`config.mk`:
```
export PLATFORM = sky130hd
export DESIGN_NAME = j_scan_controller
export DESIGN_NICKNAME = d
export VERILOG_FILES = /design/src/rtl/j_scan_controller.sv
export SDC_FILE = /design/constraint.sdc
export NUM_CORES = 1
export LEC_CHECK = 0
export ABC_AREA = 1
export ABC_CLOCK_PERIOD_IN_PS = 2550
export CAP_MARGIN = 20
export CORE_ASPECT_RATIO = 1.4
export CORE_MARGIN = 2
export CORE_UTILIZATION = 40
export DETAILED_ROUTE_END_ITERATION = 12
export PLACE_DENSITY = 0.66
export REMOVE_ABC_BUFFERS = 1
export SLEW_MARGIN = 20
export SYNTH_ARGS = -nofsm -noshare
export SYNTH_HDL_FRONTEND = slang
export SYNTH_SLANG_ARGS = --single-unit
```
`constraint.sdc`:
```
create_clock -name clk -period 2.55 [get_ports clk]
set_clock_uncertainty 0.1 [all_clocks]
set_input_delay 0.765 -clock clk [delete_from_list [all_inputs] [get_ports clk]]
set_output_delay 0.765 -clock clk [all_outputs]
set_load 0.05 [all_outputs]
```
`src/rtl/j_scan_controller.sv`:
```
// rtl/j_scan_controller.sv - raster-scan pixel request sequencer with row/frame completion and abort
// Optional macro J_SCAN_LINEAR_ADDR_EN adds a linear pixel address output.
module j_scan_controller #(
  parameter int DIM_W = 13
) (
  input  logic               clk,
  input  logic               n_rst,
  input  logic               start,
  input  logic               abort,
  input  logic [DIM_W-1:0]   img_width,
  input  logic [DIM_W-1:0]   img_height,
`ifdef J_SCAN_LINEAR_ADDR_EN
  output logic [2*DIM_W-1:0] pix_addr,
`endif
  output logic               pix_req,
  input  logic               pix_ack,
  output logic [DIM_W-1:0]   col_idx,
  output logic [DIM_W-1:0]   row_idx,
  output logic               row_end,
  output logic               frame_done,
  output logic               busy
);

  typedef enum logic [1:0] {IDLE, SCAN, DONE} state_t;

  localparam logic [DIM_W-1:0] ONE = DIM_W'(1);

  state_t           state;
  logic [DIM_W-1:0] width_q;
  logic [DIM_W-1:0] height_q;
  logic             last_col;
  logic             last_row;

  // Indices never exceed dimension-1, so these compares cannot wrap.
  assign last_col = (col_idx == width_q - ONE);
  assign last_row = (row_idx == height_q - ONE);

  always_ff @(posedge clk) begin
    if (!n_rst) begin
      state      <= IDLE;
      width_q    <= '0;
      height_q   <= '0;
      col_idx    <= '0;
      row_idx    <= '0;
      pix_req    <= 1'b0;
      row_end    <= 1'b0;
      frame_done <= 1'b0;
      busy       <= 1'b0;
`ifdef J_SCAN_LINEAR_ADDR_EN
      pix_addr   <= '0;
`endif
    end else begin
      row_end    <= 1'b0;
      frame_done <= 1'b0;
      case (state)
        IDLE: begin
          if (start) begin
            busy <= 1'b1;
            if (img_width != '0 && img_height != '0) begin
              width_q  <= img_width;
              height_q <= img_height;
              col_idx  <= '0;
              row_idx  <= '0;
              pix_req  <= 1'b1;
              state    <= SCAN;
`ifdef J_SCAN_LINEAR_ADDR_EN
              pix_addr <= '0;
`endif
            end else begin
              frame_done <= 1'b1;
              state      <= DONE;
            end
          end
        end
        SCAN: begin
          if (abort) begin
            // Abort wins over a same-cycle ack: that pixel is not transferred.
            state   <= IDLE;
            busy    <= 1'b0;
            pix_req <= 1'b0;
            col_idx <= '0;
            row_idx <= '0;
`ifdef J_SCAN_LINEAR_ADDR_EN
            pix_addr <= '0;
`endif
          end else if (pix_ack) begin
`ifdef J_SCAN_LINEAR_ADDR_EN
            pix_addr <= pix_addr + 1'b1;
`endif
            if (last_col) begin
              col_idx <= '0;
              row_end <= 1'b1;
              if (last_row) begin
                row_idx    <= '0;
                pix_req    <= 1'b0;
                frame_done <= 1'b1;
                state      <= DONE;
`ifdef J_SCAN_LINEAR_ADDR_EN
                pix_addr   <= '0;
`endif
              end else begin
                row_idx <= row_idx + ONE;
              end
            end else begin
              col_idx <= col_idx + ONE;
            end
          end
        end
        DONE: begin
          state   <= IDLE;
          busy    <= 1'b0;
          pix_req <= 1'b0;
          col_idx <= '0;
          row_idx <= '0;
        end
        default: begin
          state   <= IDLE;
          busy    <= 1'b0;
          pix_req <= 1'b0;
        end
      endcase
    end
  end

endmodule

```
==> reports/metrics.cfg <==
[place]
place_hpwl_um=8070
numPortBuffers=60
place_congestion=0.871

[global_route]
grt_max_degree=48
overflow=0
antenna_found_initial=0
grtUsageTotal_pct=21.7
grt_pass1_vias=4069
grt_pass1_wl_um=17800

[job]
cap_violations=0

[setup_path]
slowest_delay_ps=850
cp-end-kind=primary output
crit_family=buffers and inverters
path_buf_inv=1
crit_chain=clkdlybuf4s50_1
required_ps=1690
path_class=reg -> out
critPathLaunchType=flip-flop
crit_arrival_ps=1610
crit_fanout=6
cp_slowest_cell=clkdlybuf4s50_1

[clock_network]
clk_latency_ps=320
cts.sinks=58
tritoncts=built
clk_pin_slew_ps=50
cts_htree_levels=3
root_buffer=clkbuf_16
clock_path_buffers=2
numCtsBuffers=9
cts_hold_buf=0

[final_layout]
n_antenna_cell=0
final_nets=717
syn_to_final_growth_pct=38.1
drive_gt1_share_pct=14.9

[sta]
relSlewSlack_pct=63.7
fmax_mhz=405
min_period_ps=2470
min_period_over_period_pct=96.9
slew_viol_final=0
setup_viol=0
whs_ps=358
tightest_slew_ps=543
finalHoldViolCount=0

[routing]
drt-met1-wl_um=4090
top_layer_used=met4
viasPerCell=5.03
drt_iter0_markers=127
wl_met3_um=499
vias=3989
wl_per_cell_um=13.2
route.met2.wl_um=5490
drt-pass1-iter-count=5
route.detailed.drc=0
drtAntennaViolNets=0
drt-total-wl_um=10400

[status]
outcome=finished, final reports clean

[floorplanning]
io_pins=61
die_area_mm2=0.00997
die_w_um=85.0
core_area_mm2=0.00898
rows=41
start_util_pct=40.9
chipHeight_um=117

[synth]
ys_warn_count=0
synth_ff_type=dfxtp_1
synth.most_common_cell=nand2_1
syn_inst=587
yosysUniqueCellTypes=37
netlist_area_mm2=0.00367
synth-seq-area-share_pct=31.6
synth_top_area_share_pct=31.6
yosysTopAreaCell=dfxtp_1
async_flop_share_pct=0
synthTopCellsByCount=nand2_1 (142), nor2_1 (91), inv_1 (84)
synth_area_leaders=dfxtp_1 (32%), nand2_1 (15%), nor2_1 (9.3%), inv_1 (8.6%), o21ai_0 (4.8%)
avgSynthCellArea_um2=6.25
synth-edff-count=0
ys_ff_latch=58

[power_and_ir_drop]
power_density_mw_per_mm2=586
power.total_uw=2970
peakVddDrop_mv=0.449
p_leak_uw=0.00230

[worst_hold_path]
worstHoldPathType=reg -> reg

report_power, final:
part           leakage (uW)  internal [uW]  switching [uW]
Clock              0.000152            828             404
Combinational       0.00167            294             442
Sequential         0.000474            959            46.5
Total               0.00230           2080             893
through the flow:
step / std cells / util, % / setup slack (ps) / cell area, um^2 / TNS [ps]
floorplan: 577 / - / 179 / 3620 / 0
global placement: 776 / 51.4 / -400 / 4610 / -16600
detailed placement: 776 / 51.4 / -413 / 4610 / -16900
CTS: 791 / 55.0 / 8.50 / 4940 / 0
global route: 793 / 56.5 / -14.8 / 5070 / -35.3
finish: 793 / 56.5 / 79.9 / 5070 / 0
layer usage:
layer	up-vias	track usage, %
li1	2045	-
met1	1799	23.8
met2	116	39.5
met3	29	4.43
met4	0	9.42
met5	-	0
layout by cell type, fill, tap and decap left out, types with 2 or more instances in the layout:
master / Yosys / final
a21oi_1: 30 / 30
buf_12: 0 / 2
buf_4: 1 / 32
clkbuf_16: 0 / 10
clkbuf_8: 0 / 3
clkdlybuf4s50_1: 0 / 46
dfxtp_1: 58 / 58
dlymetal6s2s_1: 0 / 11
ha_1: 4 / 4
inv_1: 84 / 84
inv_2: 13 / 13
nand2_1: 142 / 139
nand2_2: 3 / 5
nand2_4: 3 / 3
nand3_1: 28 / 28
nand3_2: 3 / 3
nand3b_1: 5 / 5
nand4_1: 15 / 15
nor2_1: 91 / 85
nor2_2: 1 / 7
nor2_4: 5 / 5
nor3_1: 11 / 10
nor4_2: 1 / 4
o21ai_0: 35 / 35
o21ai_1: 6 / 6
o21ai_2: 3 / 3
xnor2_1: 11 / 11
xor2_1: 11 / 11
layout make-up:
| class | instances | area [um^2] |
|---|---|---|
| fillers | 862 | 3910 |
| inverters | 97 | 364 |
| repair buffers | 94 | 930 |
| flip-flops and latches | 58 | 1160 |
| multi-input cells | 422 | 2180 |
| well taps | 107 | 134 |
| clock buffers | 13 | 270 |
| clock inverters | 2 | 35.0 |
cell families after synthesis:
logic type / synth area share (%)
xor gates and xnor gates: 5.25
buffers and inverters: 11.3
and+or+nand+nor: 38.9
adders and majority gates: 1.36
AOI/OAI and AO/OA: 11.6
DFF: 31.6
sequential cells by signal (all words and copies together) (netlist names):
register,cells
state,2
frame_done,1
pix_req,1
row_idx,13
width_q,13
row_end,1
busy,1
col_idx,13
height_q,13
path summary, 6_finish.rpt:
path | startpoint | slack, ps | cells after the start | to
worst min register to register | pix_req | 360 | 2 | pix_req
worst max register to register | width_q[0] | 230 | 16 | row_idx[5]
worst max-delay path | row_idx[6] | 80 | 1 | row_idx[6]
worst min-delay path | pix_req | 360 | 2 | pix_req
what timing repair did:
action / CTS / global route
endpoints found under the setup margin: 19 / 49
gates cloned: 0 / 1
pin swaps: 0 / 12
resized for setup: 3 / 29
buffers inserted: 0 / 1
(Power assumes the default switching activity.)
